[src/rtl/cmd_sender.sv]
// Host-side command transmitter: sends a 16-bit command as two back-to-back UART frames, high byte first.
// Define CMD_SENDER_PARITY_EN to add an even-parity bit to each frame (8E1 instead of 8N1).
module cmd_sender #(
    parameter int BAUD_DIV = 2604
) (
    input  logic        clk,
    input  logic        rst_n,
    input  logic [15:0] cmd,
    input  logic        snd_cmd,
    output logic        TX,
    output logic        busy,
    output logic        cmd_snt
);

    localparam int BW = (BAUD_DIV > 1) ? $clog2(BAUD_DIV) : 1;
    localparam logic [BW-1:0] BAUD_TC = BW'(BAUD_DIV - 1);
`ifdef CMD_SENDER_PARITY_EN
    localparam int FRAME_BITS = 11;
`else
    localparam int FRAME_BITS = 10;
`endif
    localparam logic [3:0] BIT_TC = 4'(FRAME_BITS - 1);
    // The start bit goes straight into TX, so the shifter holds only the remaining bits.
    localparam int SW = FRAME_BITS - 1;

    function automatic logic [SW-1:0] frame_tail(input logic [7:0] b);
`ifdef CMD_SENDER_PARITY_EN
        return {1'b1, ^b, b};
`else
        return {1'b1, b};
`endif
    endfunction

    typedef enum logic [1:0] {
        IDLE  = 2'd0,
        TX_HI = 2'd1,
        TX_LO = 2'd2
    } state_t;

    state_t          state, state_nxt;
    logic [BW-1:0]   baud_cnt;
    logic [3:0]      bit_cnt;
    logic [SW-1:0]   shifter;
    logic [7:0]      lo_q;
    logic            baud_tc;
    logic            frame_done;

    always_ff @(posedge clk) begin
        if (!rst_n) begin
            state <= IDLE;
        end else begin
            state <= state_nxt;
        end
    end

    always_comb begin
        state_nxt  = state;
        baud_tc    = (baud_cnt == BAUD_TC);
        frame_done = baud_tc && (bit_cnt == BIT_TC);
        case (state)
            IDLE:    if (snd_cmd)    state_nxt = TX_HI;
            TX_HI:   if (frame_done) state_nxt = TX_LO;
            TX_LO:   if (frame_done) state_nxt = IDLE;
            default: state_nxt = IDLE;
        endcase
    end

    always_ff @(posedge clk) begin
        if (!rst_n) begin
            TX       <= 1'b1;
            busy     <= 1'b0;
            cmd_snt  <= 1'b0;
            baud_cnt <= '0;
            bit_cnt  <= '0;
            shifter  <= '0;
            lo_q     <= '0;
        end else begin
            case (state)
                IDLE: begin
                    if (snd_cmd) begin
                        lo_q     <= cmd[7:0];
                        shifter  <= frame_tail(cmd[15:8]);
                        TX       <= 1'b0;
                        baud_cnt <= '0;
                        bit_cnt  <= '0;
                        busy     <= 1'b1;
                        cmd_snt  <= 1'b0;
                    end else begin
                        TX <= 1'b1;
                    end
                end
                TX_HI, TX_LO: begin
                    if (frame_done) begin
                        baud_cnt <= '0;
                        bit_cnt  <= '0;
                        if (state == TX_HI) begin
                            // Low byte's start bit follows the high byte's stop bit with no gap.
                            shifter <= frame_tail(lo_q);
                            TX      <= 1'b0;
                        end else begin
                            shifter <= '0;
                            TX      <= 1'b1;
                            busy    <= 1'b0;
                            cmd_snt <= 1'b1;
                        end
                    end else if (baud_tc) begin
                        baud_cnt <= '0;
                        bit_cnt  <= bit_cnt + 4'd1;
                        TX       <= shifter[0];
                        shifter  <= {1'b1, shifter[SW-1:1]};
                    end else begin
                        baud_cnt <= baud_cnt + 1'b1;
                    end
                end
                default: begin
                    TX <= 1'b1;
                end
            endcase
        end
    end

endmodule

[config.mk]
export PLATFORM = sky130hd
export DESIGN_NAME = cmd_sender
export DESIGN_NICKNAME = d
export VERILOG_FILES = /design/src/rtl/cmd_sender.sv
export SDC_FILE = /design/constraint.sdc
export NUM_CORES = 1
export LEC_CHECK = 0
export ABC_AREA = 1
export ABC_CLOCK_PERIOD_IN_PS = 1800
export BUFFER_PORTS_ARGS = -buffer_cell sky130_fd_sc_hd__buf_4
export CAP_MARGIN = 15
export CORE_MARGIN = 4
export CORE_UTILIZATION = 45
export CTS_CLUSTER_DIAMETER = 60
export DETAILED_ROUTE_END_ITERATION = 6
export PLACE_DENSITY = 0.66
export SYNTH_ARGS = -nofsm -noshare
export SYNTH_HDL_FRONTEND = slang
export SYNTH_SLANG_ARGS = --single-unit
[constraint.sdc]
create_clock -name clk -period 1.8 [get_ports clk]
set_clock_uncertainty 0.15 [all_clocks]
set_input_delay 0.09 -clock clk [delete_from_list [all_inputs] [get_ports clk]]
set_output_delay 0.09 -clock clk [all_outputs]
set_load 0.1 [all_outputs]
Word level (Yosys, flattened, before mapping)
Cells that the tools add are included.

word-level totals
  register bits after elaboration = 38
  input bits = 19
  logic and storage cells = 59

operators by class
  add/sub/neg operators = 2
  equal/unequal tests = 10
  mux-type cells = 30
  reductions and logical operators = 9

operator list
  cell                                                              number
  12-bit 2-to-1 mux                                                 3
  9-bit 2-to-1 mux                                                  4
  12-bit one-hot mux with 2 select lines                            1
  9-bit one-hot mux with 2 select lines                             1
  12-bit by 1-bit adder with 12-bit output (second input constant)  1
  12-bit == test (second input constant)                            1
  4-bit 2-to-1 mux                                                  3
  1-bit 2-to-1 mux                                                  10
  2-bit inequality test (second input constant)                     5
  4-bit one-hot mux with 2 select lines                             1
  2-bit 2-to-1 mux                                                  3
  1-bit one-hot mux with 2 select lines                             3
  2-bit one-hot mux with 3 select lines                             1
  3-bit AND reduction                                               2
  4-bit by 1-bit adder with 4-bit output (second input constant)    1
  4-bit == test (second input constant)                             1
  2-bit AND reduction                                               2
  4-bit AND reduction                                               1
  3-bit inequality test (second input constant)                     1
  2-bit by 1-bit == test with 1-bit output (second input constant)  1
  2-bit == test (second input constant)                             1
  2-bit logical NOT                                                 1
  2-bit nonzero test                                                1
  2-bit OR reduction                                                1
  1-bit logical AND                                                 1

Logic depth before layout (Yosys ltp)
  depth after elaboration = 4
  mapped depth = 11
  mapped depth without buffers = 11

Worst setup path after synthesis
OpenSTA, ideal clock, no wires.

  path kind = reg2reg
  start point = register state[0]
  end point = register bit_cnt[1]
  data arrival time = 1,521 ps
  data required time = 1,584 ps
  slack = 63 ps
  cell stages (with the launch flop) = 10
  buffers on the path = 1
  period minus slack after synthesis = 1,737 ps
  path through = dfxtp_1 -> inv_1 -> ha_1 -> nor2_1 -> nor2_4 -> nand2_4 -> buf_6 -> nor2_4 -> nand2_1 -> a21oi_2

on the way
  longest elaborated chain between the ends = 4

RTL lines
  element                                                                    RTL line  RTL
  start: declaration                                                         40        state_t state, state_nxt;
  start signal: assignment                                                   52        state <= state_nxt;
  2-bit by 1-bit == test with 1-bit output or 2-bit == test (tied branches)  78        case (state)
  2-bit OR reduction                                                         78
  3-bit inequality test (no line) or 2-bit nonzero test (tied branches)      --
  3-bit AND reduction (no line)                                              --
  end signal: assignment                                                     108       bit_cnt <= bit_cnt + 4'd1;
  end: declaration                                                           42        logic [3:0] bit_cnt;

Parallel ways exist; a longest one is shown, timed or not.
A chain may end at the register's enable or synchronous reset.

Worst setup path after layout
  start point = register state[0]
  end point = register TX

on the way
  longest elaborated chain between the ends = 4

RTL lines
  element                                   RTL line  RTL
  2-bit by 1-bit == test with 1-bit output  78, 96
  1-bit 2-to-1 mux                          96        if (state == TX_HI) begin
  1-bit 2-to-1 mux                          93        if (frame_done) begin
  1-bit one-hot mux with 2 select lines     78
  end signal: assignment                    109       TX <= shifter[0];
  end: declaration                          10        output logic TX,

Parallel ways exist; a longest one is shown, timed or not.

==> metrics.md <==
| Metric | Value |
|---|---|
| Core Box Area | 4350 µm² |
| Leakage power summed over all cells | 1.20 nW |
| Nets | ~370 |
| Area of the die | 5670 µm² |
| Delay of the slowest cell on the worst path | 330 ps |
| Hold WC Path Type | in2reg |
| Count of state elements after synthesis | 38 |
| Global-route congestion overflow total | 0 |
| Setup violators final | 0 |
| Peak Freq | 578 MHz |
| Category of the worst setup path capture point | flop |
| Setup CP Type | reg2reg |
| Tightest Pin Transition | 429 ps |
| Crit path cell chain | inv_1, ha_4, buf_12, nand2_4, buf_4, or2_2, nand2_1, nand2_1 |
| Total count of max-transition violations in the final report | 0 |
| Number of placed I/O pins | 22 |
| Beginning of the worst hold path | cmd[12] |
| Total wire length | between 4 and 5 mm |
| Mapped cell area | 2040 µm² |
| Result of the run | finished, final reports clean |
| Clock slew at reported path FFs | ~80 ps |
| Setup Slack @ Placement | 25.2 ps |
| Placed wire-length estimate | 3.16 mm |
| Worst Path Required | 1830 ps |
| Worst supply voltage drop on vdd | about 0.00048 V |
| Kind of launch point of the worst setup path | flop |
| Top cells by area in the synthesized netlist | dfxtp_1, nand2_1, nor2_1 |
| Leading cell type in the layout, fill and taps excluded | nand2_1 |
| Most used cells in the layout excluding fill and tap cells | nand2_1, nor2_1, inv_1 |
| Yosys Warn Count | 0 |
| Cell at the root of the clock tree | clkbuf_8 |
| Stages on worst setup path | 8 |
| Iteration-0 DRC Markers | 129 |
| Relative max-transition margin | 71.4% |
| Starting density of the core | 46.8% |
| Smallest setup slack after layout | 71.1 ps |
| Total Neg Setup Slack | 0 ps |
| Buffer levels on the longest clock path | 2 |
| Standard-cell row count | 24 |
| Dominant cell type by area after synthesis | dfxtp_1 |
| Vias after detailed routing | 1937 |
| I/O Buffers | 21 |
| Number of sinks driven by the clock tree | 38 |
| Final estimated routing congestion in global placement | 0.880 |
| Number of remaining DRC errors | 0 |
| Worst slack on hold paths | 9.44 ps |
| Width of the die | approximately 75 µm |
| WL per Instance | between 10 and 15 µm |
| CP Max Fanout | 12 |
| Crit path max-delay cell type | dfxtp_1 |
| Minimum period implied by the final worst setup slack | 1730 ps |
| Crit path max-delay family | simple AND/OR/NAND/NOR gates |
| Capturing instance or port of the critical path | TX |
| Average vias per placed instance | 4.83 |
| Die height | 75.3 µm |
| Critical R2R Capture | TX |
| Wire length of the first global-routing pass | 7.71 mm |
| Power per cell area | roughly 1000 nW/µm² |
| Final core utilization | 60.3% |
| Net Count, Synth | 329 |
| Area growth syn-to-layout | 29.0% |
| Avg Cell Area, Syn | slightly below 7 µm² |
| Setup repair after global routing missed its margin | true |
| Crit path buf inv count | 3 |
| Layout cell share with drive strength beyond 1 | between 10% and 20% |
| Data arrival time of the worst path | 1760 ps |
| Sequential-to-total area share from yosys stat | 37.3% |
| Number of cells on the worst reg-to-reg path | 8 |
| Count of H-tree levels built during CTS | 2 |
| Final ANT Viol Nets | 0 |
| Antenna violations before repair | 0 |
| Ant. Diodes | 0 |
| Number of buffers added by the clock tree synthesis step | 5 |
| CTS tree | built |
| Fraction of post-synthesis cell area in the top cell type by area | between 30% and 40% |
| Maximum Capacitance Violations | 0 |
| Register-to-register setup slack | 70 ps |
| Distinct cells, synth | 28 |
| Global Route Usage Sum | about 18% |
| Pin count of the biggest net entering global routing | 24 |
| Most numerous cell on the critical path | nand2_1 |
| FF-to-FF Start | state[0] |
| Iteration count of the initial detailed-routing pass | 4 |
| Final-report hold violation count | 0 |
| Period Utilization, post-route | 96.1% |
| Number of global-route vias before repair | 1741 |
| Insertion delay of the later-clocked pin in the worst-skew pair | around 300 ps |
| Gate count after technology mapping | 303 |
| Worst setup startpoint | state[0] |
## per-stage QoR
stage               instances  total power [W]  cell area, µm²
floorplan                 303          0.00156            2040
global route              401          0.00274            2630
detailed placement        377          0.00174            2290
finish                    401          0.00257            2630
CTS                       394          0.00246            2490
global placement          377          0.00172            2290
## final cells by class
type / count / area (µm²)
clock buffers: 5 / 68.8
multi-input cells: 215 / 1140
flip-flops and latches: 38 / 764
well taps: 52 / 65.1
inverters: 43 / 161
clock inverters: 3 / 40.0
fillers: 430 / 1730
repair buffers: 45 / 390
## report_power, final
part           internal [W]  switching (W)
clock              0.000408       0.000305
combinational      0.000346       0.000516
sequential         0.000942      0.0000527
## routing by layer
metal / global-route usage (%) / routed length [µm] / up-vias
met5: 0 / 0 / -
met4: 6.80 / 66 / 0
met3: 4.41 / 232 / 7
met2: 25.0 / 1970 / 40
met1: 25.4 / 2390 / 853
li1: - / - / 1037
## Yosys cell counts
cell type / count
a21o_1: 1
nand2_4: 2
nor3_1: 4
nand3_1: 20
dfxtp_1: 38
or2_2: 1
o21ai_0: 16
nand3b_1: 3
o21ai_1: 2
buf_6: 2
xnor2_1: 1
nand2_2: 3
clkinv_1: 1
nor2_1: 53
a21oi_2: 2
nor2_2: 2
nor3b_1: 3
nor3_4: 1
nand3_2: 1
clkbuf_1: 5
nor2_4: 2
inv_1: 42
ha_1: 7
a21oi_1: 18
nand2_1: 67
nand4_1: 3
o21bai_2: 1
xor2_1: 2
## worst min path at each step
stage	cells after the start	slack [ps]	endpoint
6_report	5	9	shifter[4]
5_1_grt	5	20	shifter[3]
4_1_cts	5	4	shifter[4]
3_5_place_dp	3	190	lo_q[7]
3_3_place_gp	3	190	lo_q[7]
2_1_floorplan	2	100	bit_cnt[0]
## cells by family (layout without fill, tap and decap cells)
logic type,after synthesis,count (layout),synth area share [%]
buf+inv,50,96,9.95
compound gates,40,40,10.6
flops,38,38,37.3
fa+ha+maj,7,7,4.30
xor+xnor,3,3,1.29
simple gates,165,165,36.5
## flip-flops by register name (all words and copies together), names as in the netlist
register and cells:
bit_cnt 4, baud_cnt 12, cmd_snt 1, lo_q 8, TX 1, state 2, shifter 9, busy 1
## worst reg2reg max path, stage by stage, from the launching register on
cell and delay (ps):
dfxtp_1 330, inv_1 80, ha_4 320, buf_12 150, nand2_4 90, buf_4 140
or2_2 260, nand2_1 70, nand2_1 40
## repair_timing
item / 4_1_cts / 5_1_grt
endpoints found under the setup margin: 0 / 24
resized for setup: 0 / 17
buffers inserted: 0 / 6
endpoints found under the hold margin: 14 / 0
hold buffers: 9 / 0
No activity file was read; power rests on OpenSTA's default activity.
